[src/rtl/seq_shift_add_mult.sv]
// Sequential shift-add multiplier: one add/shift per multiplier bit, signed via
// magnitude multiply plus a final conditional negate. start/busy/done, sync abort.
module seq_shift_add_mult #(
  parameter int WIDTH = 4
) (
  input  logic               clk,
  input  logic               n_reset,
  input  logic               start,
  input  logic               abort,
  input  logic               signed_mode,
  input  logic [WIDTH-1:0]   multiplicand,
  input  logic [WIDTH-1:0]   multiplier,
  output logic               busy,
  output logic               done,
  output logic [2*WIDTH-1:0] product
);
  localparam int CW = $clog2(WIDTH);
  localparam int AW = 2*WIDTH+1;

  typedef enum logic [1:0] {IDLE, ADD, SHIFT, FINISH} state_t;

  state_t             state_q, state_d;
  logic [AW-1:0]      acc_q, acc_d;
  logic [WIDTH-1:0]   mcand_q, mcand_d;
  logic               neg_q, neg_d;
  logic [CW-1:0]      count_q, count_d;
  logic               busy_q, busy_d;
  logic               done_q, done_d;
  logic [2*WIDTH-1:0] prod_q, prod_d;
  logic [WIDTH-1:0]   mag_a, mag_b;

  always_ff @(posedge clk or negedge n_reset) begin
    if (!n_reset) begin
      state_q <= IDLE;
      acc_q   <= '0;
      mcand_q <= '0;
      neg_q   <= 1'b0;
      count_q <= '0;
      busy_q  <= 1'b0;
      done_q  <= 1'b0;
      prod_q  <= '0;
    end else begin
      state_q <= state_d;
      acc_q   <= acc_d;
      mcand_q <= mcand_d;
      neg_q   <= neg_d;
      count_q <= count_d;
      busy_q  <= busy_d;
      done_q  <= done_d;
      prod_q  <= prod_d;
    end
  end

  always_comb begin
    state_d = state_q;
    acc_d   = acc_q;
    mcand_d = mcand_q;
    neg_d   = neg_q;
    count_d = count_q;
    busy_d  = busy_q;
    done_d  = 1'b0;
    prod_d  = prod_q;
    // The most negative value negates to itself, which read unsigned is its magnitude.
    mag_a   = (signed_mode && multiplicand[WIDTH-1]) ? -multiplicand : multiplicand;
    mag_b   = (signed_mode && multiplier[WIDTH-1])   ? -multiplier   : multiplier;
    case (state_q)
      IDLE: begin
        if (start && !abort) begin
          acc_d   = {{(WIDTH+1){1'b0}}, mag_b};
          mcand_d = mag_a;
          count_d = '0;
          neg_d   = signed_mode & (multiplicand[WIDTH-1] ^ multiplier[WIDTH-1]);
          busy_d  = 1'b1;
          state_d = ADD;
        end
      end
      ADD: begin
        if (acc_q[0])
          acc_d[AW-1:WIDTH] = {1'b0, acc_q[2*WIDTH-1:WIDTH]} + {1'b0, mcand_q};
        state_d = SHIFT;
      end
      SHIFT: begin
        acc_d = {1'b0, acc_q[AW-1:1]};
        if (count_q == CW'(WIDTH-1)) begin
          state_d = FINISH;
        end else begin
          count_d = count_q + 1'b1;
          state_d = ADD;
        end
      end
      FINISH: begin
        prod_d  = neg_q ? -acc_q[2*WIDTH-1:0] : acc_q[2*WIDTH-1:0];
        done_d  = 1'b1;
        busy_d  = 1'b0;
        state_d = IDLE;
      end
      default: state_d = IDLE;
    endcase
    // Cancel wins over everything, including the FINISH result write.
    if (abort && state_q != IDLE) begin
      state_d = IDLE;
      busy_d  = 1'b0;
      done_d  = 1'b0;
      prod_d  = prod_q;
    end
  end

  assign busy    = busy_q;
  assign done    = done_q;
  assign product = prod_q;
endmodule
[config.mk]
export PLATFORM = sky130hd
export DESIGN_NAME = seq_shift_add_mult
export DESIGN_NICKNAME = d
export VERILOG_FILES = /design/src/rtl/seq_shift_add_mult.sv
export SDC_FILE = /design/constraint.sdc
export NUM_CORES = 1
export LEC_CHECK = 0
export BUFFER_PORTS_ARGS = -buffer_cell sky130_fd_sc_hd__buf_2
export CAP_MARGIN = 20
export CELL_PAD_IN_SITES_DETAIL_PLACEMENT = 0
export CELL_PAD_IN_SITES_GLOBAL_PLACEMENT = 2
export CORE_AREA = 5 5 92 69
export CTS_CLUSTER_DIAMETER = 120
export DETAILED_ROUTE_END_ITERATION = 12
export DIE_AREA = 0 0 97 74
export GPL_TIMING_DRIVEN = 0
export PLACE_DENSITY = 0.71
export SYNTH_ARGS = -nofsm -noshare
export SYNTH_HDL_FRONTEND = slang
export SYNTH_SLANG_ARGS = --single-unit
[constraint.sdc]
create_clock -name clk -period 1.5 [get_ports clk]
set_input_delay 0.15 -clock clk [delete_from_list [all_inputs] [get_ports clk]]
set_output_delay 0.15 -clock clk [all_outputs]
set_load 0.02 [all_outputs]
==> impl_metrics.json, run 1 <==
{
  "diodes": 0,
  "cap_violations": 0,
  "synth-adder-area-share_pct": 10.30,
  "instances_no_fill": 280,
  "cp-end-kind": "flop",
  "multiInputGateArea_um2": 942.2,
  "tightest_slew_ns": 0.6065,
  "crit_type": "reg2reg",
  "ys_ff_latch": 28,
  "cts_max_level": 1,
  "drc": 0,
  "hpwl_um": 2686,
  "synth_top_family_by_area": "compound AO/OA/AOI/OAI gates",
  "synth_commonest_cells": "28 x dfrtp_1, 27 x nand2_1, 23 x o21ai_0",
  "synthSimpleGateAreaFrac_pct": 12.94,
  "ys_top_cells_by_area": "dfrtp_1 42%, ha_1 9.1%, o21ai_0 7.0%, nand2_1 6.1%, xor2_1 3.7%",
  "drtAntennaViolNets": 0,
  "dp.cells": 267,
  "synth.largest_area_cell": "dfrtp_1",
  "synthXorXnorAreaFrac_pct": 5.829,
  "cp_slowest_stage_delay_ns": 0.44,
  "die_h_um": 74,
  "syn_to_final_growth_pct": 26.87,
  "grt_max_degree": 29,
  "worstPathRequired_ns": 1.67,
  "rsz0062_at_grt": "true",
  "cts_buffer_depth": 2,
  "dpl-instance-area_um2": 1874,
  "regArea_um2": 705.7,
  "nets": 232,
  "slowest_stage": "dfrtp_1",
  "synthesis.nets": 196,
  "clk_latency_ns": 0.27,
  "stdcell_area_um2": 2097,
  "yosys_most_used_dff": "dfrtp_1",
  "fp-row-count": 23,
  "maxSlewHeadroom_pct": 59.57,
  "max_freq_ghz": 0.6007,
  "core_um2": 5439,
  "drv_slew": 0,
  "io_pins": 23,
  "clkTransAtPathRegs_ns": 0.09,
  "syn-instance-count": 170,
  "synth_compound_area_share_pct": 19.83,
  "synth.avg_cell_area_um2": 9.723,
  "numPortBuffers": 22,
  "ys_warn_count": 0,
  "antenna_found_initial": 0,
  "routed_wl_um": 3509,
  "initial_core_util_pct": 30.39,
  "yosys.cell_count.top_type": "dfrtp_1",
  "drive_above_1_share_pct": 31.71,
  "finalHoldViolCount": 0,
  "hp-class": "in2reg",
  "cp_max_fo": 5,
  "grt_pass1_vias": 1302,
  "power.density_nw_per_um2": 1981,
  "setup_viol_count_final": 11,
  "violations": "setup timing",
  "cts_inserted_buffers": 3,
  "die_x_um": 97,
  "netlist_area_um2": 1653,
  "track_usage_pct": 10.41,
  "clock-sinks": 28,
  "cp-start-kind": "flop",
  "synth_top_area_share_pct": 42.39,
  "dieArea_um2": 7178,
  "root_buffer": "clkbuf_8",
  "finalClockSkew_ns": 0.005130,
  "fin_ws_ns": -0.1648,
  "via_per_inst": 4.639,
  "ir_worst_vdd_mv": 0.5624,
  "overflow": 0,
  "dr.pass1.iters": 4,
  "outcome": "complete, but fails checks",
  "routabilityCongestion": 0.7721,
  "setup_tns_ns": -1.065,
  "fillers": 555,
  "place_ws_ns": -0.1845,
  "synth_mux_area_share_pct": 3.709,
  "p_leak_nw": 1.024,
  "vias": 1299,
  "ys_types": 36,
  "ys_seq_area_share_pct": 42.39,
  "drt_iter0_markers": 82,
  "crit_chain": "inv_2 -> ha_4 -> buf_4 -> nand3b_1 -> a21boi_4 -> buf_6 -> mux2_4",
  "grt_first_pass_wirelength_um": 6175,
  "wl_per_cell_um": 12.53,
  "cts_tree": "built",
  "period_share_pct": 111.0,
  "async_reset_ff_share_pct": 100.0,
  "power_w": 0.004154,
  "min_period_ns": 1.665,
  "synth_edf_count": 0,
  "crit_arrival_ns": 1.83
}
registers in the layout (all words and copies together) (netlist names):
register and flops:
acc_q 9, product 8, mcand_q 4, count_q 2
state_q 2, busy 1, done 1, neg_q 1
area by class of cell:
| cell class | count | area share (%) |
|---|---|---|
| inverters | 13 | 2.327 |
| clock buffers | 3 | 1.969 |
| plain buffers | 5 | 1.909 |
| multi-input cells | 123 | 44.93 |
| well taps | 75 | 4.475 |
| flip-flops and latches | 28 | 33.65 |
| repair buffers | 32 | 9.308 |
| clock inverters | 1 | 1.432 |
through the flow:
step	util, %	hold slack, ns
floorplan	-	-0.1456
CTS	37.59	0.08589
detailed placement	34.46	0.2068
finish	38.56	0.08800
global route	38.56	0.1003
global placement	34.46	0.1971
cells by family (layout without fill, tap and decap cells):
kind of cell | count (synthesis) | in the layout
AND/OR/NAND/NOR | 43 | 43
AO/OA/AOI/OAI | 50 | 50
buffers and inverters | 19 | 54
multiplexers | 6 | 6
adder cells (fa/ha/maj) | 13 | 13
flip-flops | 28 | 28
XOR/XNOR | 11 | 11
path summary, 6_finish.rpt:
kind | from | to | slack [ns] | cells after the start
worst max-delay path | state_q[0] | acc_q[1] | -0.16 | 7
worst max register to register | state_q[0] | acc_q[1] | -0.16 | 7
max in group asynchronous | n_reset | acc_q[2] | 0.66 | 2
worst min-delay path | abort | busy | 0.09 | 2
worst min register to register | product[2] | product[2] | 0.48 | 2
min in group asynchronous | n_reset | mcand_q[0] | 0.41 | 2
critical path, delay by kind of cell, from the launching register on:
kind | cells | cell delay [ns]
compound gates | 1 | 0.20
mux | 1 | 0.29
simple gates | 1 | 0.10
flops | 1 | 0.44
fa+ha+maj | 1 | 0.17
buf+inv | 3 | 0.35
power breakdown:
part	total, W	leakage, nW	switching [W]	internal, W
logic	0.00222	0.627	0.00118	0.00104
clock network	0.000597	0.0357	0.000240	0.000357
registers	0.00134	0.361	0.000283	0.00105
layout by cell type (no fill, tap or decap), types with 4 or more instances in the layout:
cell	instances
mux2i_1	5
buf_4	7
buf_6	4
dfrtp_1	24
inv_1	11
xnor2_1	4
o21ai_0	18
o21ai_2	4
xor2_1	7
a21oi_1	5
ha_1	10
buf_2	24
nand2_1	25
o21ai_1	4
dfrtp_2	4
metal layers:
layer | global-route usage (%) | share of wire, %
met3 | 1.593 | 4.6
met5 | 0 | 0
met1 | 14.77 | 52
met2 | 16.59 | 43
met4 | 3.271 | 0.40
repair_timing:
action | in CTS | in global routing
setup endpoints to repair | 22 | 25
hold endpoints to repair | 28 | 0
resized for setup | 11 | 16
setup buffers | 7 | 2
hold buffers | 1 | 0
pin swaps | 2 | 3
Note: power is estimated with default switching activity, not from simulation.
==> run 2, diff against run 1 <==
--- a/config.mk
+++ b/config.mk
@@ -8,13 +8,14 @@
 export BUFFER_PORTS_ARGS = -buffer_cell sky130_fd_sc_hd__buf_2
 export CAP_MARGIN = 20
 export CELL_PAD_IN_SITES_DETAIL_PLACEMENT = 0
-export CELL_PAD_IN_SITES_GLOBAL_PLACEMENT = 2
-export CORE_AREA = 5 5 92 69
+export CELL_PAD_IN_SITES_GLOBAL_PLACEMENT = 1
+export CORE_AREA = 2 2 81 60
 export CTS_CLUSTER_DIAMETER = 120
 export DETAILED_ROUTE_END_ITERATION = 12
-export DIE_AREA = 0 0 97 74
+export DIE_AREA = 0 0 83 62
 export GPL_TIMING_DRIVEN = 0
 export PLACE_DENSITY = 0.71
 export SYNTH_ARGS = -nofsm -noshare
 export SYNTH_HDL_FRONTEND = slang
 export SYNTH_SLANG_ARGS = --single-unit
+export TNS_END_PERCENT = 30
==> run 2 against run 1 <==
Against the previous run:
- the flow still finishes with violations (setup timing)
- die area shrank 28%
- clock skew grew 0.0043 ns
- clock power shrank 22%
- register-to-register slack lost 0.05 ns
- core utilization grew 9.8 points
==> impl_metrics.json, run 2 (synthesis results as in run 1) <==
{
  "diodes": 0,
  "track_usage_pct": 14.13,
  "drtAntennaViolNets": 0,
  "cts_buffer_depth": 2,
  "hpwl_um": 2496,
  "cts_inserted_buffers": 3,
  "grt_first_pass_wirelength_um": 5837,
  "dieArea_um2": 5146,
  "layout_commonest_cell": "nand2_1",
  "cp-end-kind": "flop",
  "critPathBufInv": 3,
  "clkTransAtPathRegs_ns": 0.10,
  "cts_tree": "built",
  "crit_type": "reg2reg",
  "die_x_um": 83,
  "routed_wl_um": 3585,
  "power.density_nw_per_um2": 1983,
  "clock-sinks": 28,
  "io_pins": 23,
  "fin_ws_ns": -0.2131,
  "worstPathRequired_ns": 1.67,
  "via_per_inst": 4.883,
  "cp-start-kind": "flop",
  "drive_above_1_share_pct": 34.26,
  "antenna_found_initial": 0,
  "fin_util_pct": 48.37,
  "numPortBuffers": 22,
  "vias": 1333,
  "nets": 243,
  "clk_latency_ns": 0.28,
  "slowest_stage": "dfrtp_1",
  "drc": 0,
  "routabilityCongestion": 0.8256,
  "crit_arrival_ns": 1.88,
  "min_period_ns": 1.713,
  "grt_max_degree": 29,
  "die_h_um": 62,
  "drt_iter0_markers": 52,
  "dr.pass1.iters": 4,
  "period_share_pct": 114.2,
  "core_um2": 4493,
  "outcome": "complete, but fails checks",
  "tightest_slew_ns": 0.6434,
  "cp_max_fo": 5,
  "finalHoldViolCount": 0,
  "timing.hold.ws_ns": 0.09456,
  "ir_worst_vdd_mv": 0.7201,
  "cap_violations": 0,
  "cp_slowest_stage_delay_ns": 0.43,
  "overflow": 0,
  "max_freq_ghz": 0.5837,
  "drv_slew": 0,
  "initial_core_util_pct": 36.79,
  "cts_max_level": 1,
  "rsz0062_at_grt": "true",
  "path_delay_family": "compound AO/OA/AOI/OAI gates",
  "grt_pass1_vias": 1268,
  "root_buffer": "clkbuf_8",
  "setup_viol_count_final": 10,
  "violations": "setup timing",
  "layout_common_cells": "27 x nand2_1, 24 x dfrtp_1, 23 x buf_2, 17 x buf_4, 16 x o21ai_0",
  "maxSlewHeadroom_pct": 57.11,
  "dp.cells": 249,
  "regMostFlops": "acc_q",
  "fillers": 418,
  "fp-row-count": 21,
  "instances_no_fill": 273,
  "syn_to_final_growth_pct": 31.49,
  "wl_per_cell_um": 13.13,
  "crit_chain": "inv_2 -> ha_4 -> buf_6 -> a221o_1 -> a222oi_1 -> inv_1",
  "hp-class": "in2reg",
  "finalClockSkew_ns": 0.009447,
  "largest_register_ffs": 9,
  "p_leak_nw": 1.077
}
run 2: cell count changes in the layout (fill, tap and decap cells not counted), sizes merged:
cell	delta
bufinv	-1
clkbuf	+1
buf	+11
run 2: worst register-to-register path, delay by kind of cell (launching register included):
| kind | cells | cell delay, ns |
|---|---|---|
| buffers and inverters | 3 | 0.26 |
| DFF | 1 | 0.43 |
| adders and majority gates | 1 | 0.17 |
| AOI/OAI and AO/OA | 2 | 0.75 |
run 2: cell type report:
class | count | area, um^2 | area share (%)
inverters | 13 | 48.80 | 2.245
flip-flops and latches | 28 | 705.7 | 32.47
well taps | 57 | 71.32 | 3.282
plain buffers | 6 | 63.81 | 2.936
multi-input cells | 123 | 958.4 | 44.10
clock buffers | 4 | 55.05 | 2.533
repair buffers | 42 | 270.3 | 12.44
run 2: stage by stage:
step / setup TNS (ns) / cell area (um^2) / power [W] / worst slack, ns
final: -1.259 / 2173 / 0.004309 / -0.2131
after global routing: -2.102 / 2173 / 0.004677 / -0.2421
after CTS: -0.8377 / 2059 / 0.003986 / -0.1757
after detailed placement: -2.142 / 1847 / 0.003142 / -0.2135
after global placement: -1.083 / 1847 / 0.003044 / -0.1860
after floorplan: -0.09564 / 1665 / 0.002666 / -0.04003
run 2: path summary, 6_finish.rpt:
check | slack, ns | from | end | depth (start not counted)
max in group asynchronous | 0.62 | n_reset | acc_q[2] | 2
min reg2reg | 0.48 | product[3] | product[3] | 2
max | -0.21 | state_q[0] | acc_q[4] | 6
max reg2reg | -0.21 | state_q[0] | acc_q[4] | 6
min in group asynchronous | 0.43 | n_reset | acc_q[4] | 2
min | 0.09 | abort | busy | 2
run 2: report_power, final:
group	total (W)	leakage, nW	switching, W	internal (W)
registers	0.00132	0.362	0.000264	0.00106
clock network	0.000465	0.0288	0.000230	0.000235
logic	0.00252	0.686	0.00129	0.00123
total	0.00431	1.08	0.00178	0.00252
run 2: what timing repair did:
action	CTS	global route
hold buffers	1	0
buffers inserted	12	8
gates cloned	0	0
pin swaps	6	4
gates resized for setup	15	23
setup endpoints to repair	22	26
endpoints found under the hold margin	28	0
run 2: metal layers:
metal / routed length (um) / share of wire [%] / track usage [%]
met2: 1637 / 46 / 24.19
met3: 159 / 4.4 / 3.699
met1: 1750 / 49 / 18.71
met4: 37 / 1.0 / 2.810
met5: 0 / 0 / 0
==> run 3, diff against run 2 <==
--- a/config.mk
+++ b/config.mk
@@ -15,6 +15,7 @@
 export DIE_AREA = 0 0 83 62
 export GPL_TIMING_DRIVEN = 0
 export PLACE_DENSITY = 0.71
+export RECOVER_POWER = 25
 export SYNTH_ARGS = -nofsm -noshare
 export SYNTH_HDL_FRONTEND = slang
 export SYNTH_SLANG_ARGS = --single-unit
==> run 3 against run 2 <==
Against the previous run:
- the run still ends with setup timing left
- flip-flop and latch count stayed put
- sequential share of layout area did not move
- via count stayed put
- largest cell class unchanged
==> impl_metrics.json, run 3 (synthesis results as in run 1) <==
{
  "outcome": "complete, but fails checks",
  "violations": "setup timing",
  "worstPathRequired_ns": 1.67,
  "regMostFlops": "acc_q",
  "period_share_pct": 114.2,
  "cts_max_level": 1,
  "instances_no_fill": 273,
  "hp-class": "in2reg",
  "cts_inserted_buffers": 3,
  "crit_type": "reg2reg",
  "drc": 0,
  "rsz0062_at_grt": "true",
  "nets": 243,
  "cts_buffer_depth": 2,
  "clk_latency_ns": 0.28,
  "dr.pass1.iters": 4,
  "die_x_um": 83,
  "power.density_nw_per_um2": 1983,
  "grt-busiest-layer": "met2",
  "layout_commonest_cell": "nand2_1",
  "setup_viol_count_final": 10,
  "routabilityCongestion": 0.8256,
  "root_buffer": "clkbuf_8",
  "stdcell_area_um2": 2173,
  "numPortBuffers": 22,
  "cap_violations": 0,
  "overflow": 0,
  "drt_iter0_markers": 52,
  "p_leak_nw": 1.077,
  "finalHoldViolCount": 0,
  "via_per_inst": 4.883,
  "track_usage_pct": 14.13,
  "finalClockSkew_ns": 0.009447,
  "fp-row-count": 21,
  "hpwl_um": 2496,
  "layout_common_cells": "27 x nand2_1, 24 x dfrtp_1, 22 x buf_2, 17 x buf_4, 16 x o21ai_0",
  "dpl-instance-area_um2": 1847,
  "use_met3_pct": 3.699,
  "setup_tns_ns": -1.259,
  "drive_above_1_share_pct": 34.26,
  "diodes": 0,
  "max_freq_ghz": 0.5837,
  "wl_per_cell_um": 13.12,
  "met1_usage_pct": 18.71,
  "cts_tree": "built",
  "grt_max_degree": 29,
  "routed_wl_um": 3583,
  "vias": 1333,
  "clkTransAtPathRegs_ns": 0.10,
  "maxSlewHeadroom_pct": 52.39,
  "place_ws_ns": -0.2135,
  "crit_arrival_ns": 1.88,
  "grt_first_pass_wirelength_um": 5837,
  "clock-sinks": 28,
  "antenna_found_initial": 0,
  "cp-start-kind": "flop",
  "drv_slew": 0,
  "grt_pass1_vias": 1268,
  "syn_to_final_growth_pct": 31.49,
  "met2_usage_pct": 24.19,
  "min_period_ns": 1.713,
  "drtAntennaViolNets": 0,
  "ir_worst_vdd_mv": 0.7201,
  "tightest_slew_ns": 0.7141,
  "initial_core_util_pct": 36.79,
  "cp-end-kind": "flop",
  "dp.cells": 249,
  "die_h_um": 62,
  "core_um2": 4493,
  "largest_register_ffs": 9,
  "fin_ws_ns": -0.2131,
  "io_pins": 23,
  "cp_max_fo": 5,
  "dieArea_um2": 5146
}
[run 3: cell count changes in the layout (fill, tap and decap cells not counted), sizes merged]
cell	previous run	this run
buf	46	45
clkbuf	5	6
[run 3: cell type report]
type                            instances  area, um^2
Buffer                                  6       63.81
Inverter                               13       48.80
Tap cell                               57       71.32
Sequential cell                        28       705.7
Timing Repair Buffer                   42       270.3
Fill cell                             418        2320
Multi-Input combinational cell        123       958.4
Clock buffer                            4       55.05
[run 3: power breakdown]
part | total, W | leakage (nW) | switching (W) | internal, W
sequential | 0.00132 | 0.362 | 0.000264 | 0.00106
combinational | 0.00252 | 0.686 | 0.00129 | 0.00123
clock | 0.000465 | 0.0288 | 0.000230 | 0.000235
total | 0.00431 | 1.08 | 0.00178 | 0.00252
[run 3: routing by layer]
| metal | part of all wire [%] | wire, um | up-vias |
|---|---|---|---|
| met1 | 49 | 1750 | 612 |
| met4 | 1.0 | 37 | 0 |
| li1 | - | - | 686 |
| met5 | 0 | 0 | - |
| met2 | 46 | 1636 | 31 |
| met3 | 4.4 | 159 | 4 |
[run 3: final timing paths]
check | startpoint | slack [ns] | to | cells past startpoint
setup reg to reg | state_q[0] | -0.21 | acc_q[4] | 6
max in group asynchronous | n_reset | 0.55 | acc_q[2] | 2
hold / removal | abort | 0.09 | busy | 2
hold reg to reg | product[3] | 0.48 | product[3] | 2
setup / recovery | state_q[0] | -0.21 | acc_q[4] | 6
min in group asynchronous | n_reset | 0.45 | acc_q[4] | 2
[run 3: metrics by stage]
stage          util [%]  power [W]  hold WS, ns
5_1_grt           48.37   0.004677       0.1058
2_1_floorplan         -   0.002666      -0.1456
6_report          48.37   0.004309      0.09456
3_5_place_dp      41.10   0.003142       0.2073
4_1_cts           45.84   0.003986      0.08617
3_3_place_gp      41.10   0.003044       0.1947
[run 3: critical path, cell delays in order (launching register included)]
cell      delay, ns
dfrtp_1        0.43
inv_2          0.07
ha_4           0.17
buf_6          0.12
a221o_1        0.39
a222oi_1       0.35
inv_1          0.07
[run 3: timing repair]
item | CTS | global route
pin swaps | 6 | 4
setup buffers | 12 | 8
hold buffers | 1 | 0
gates resized for setup | 15 | 23
hold endpoints to repair | 28 | 0
endpoints found under the setup margin | 22 | 26
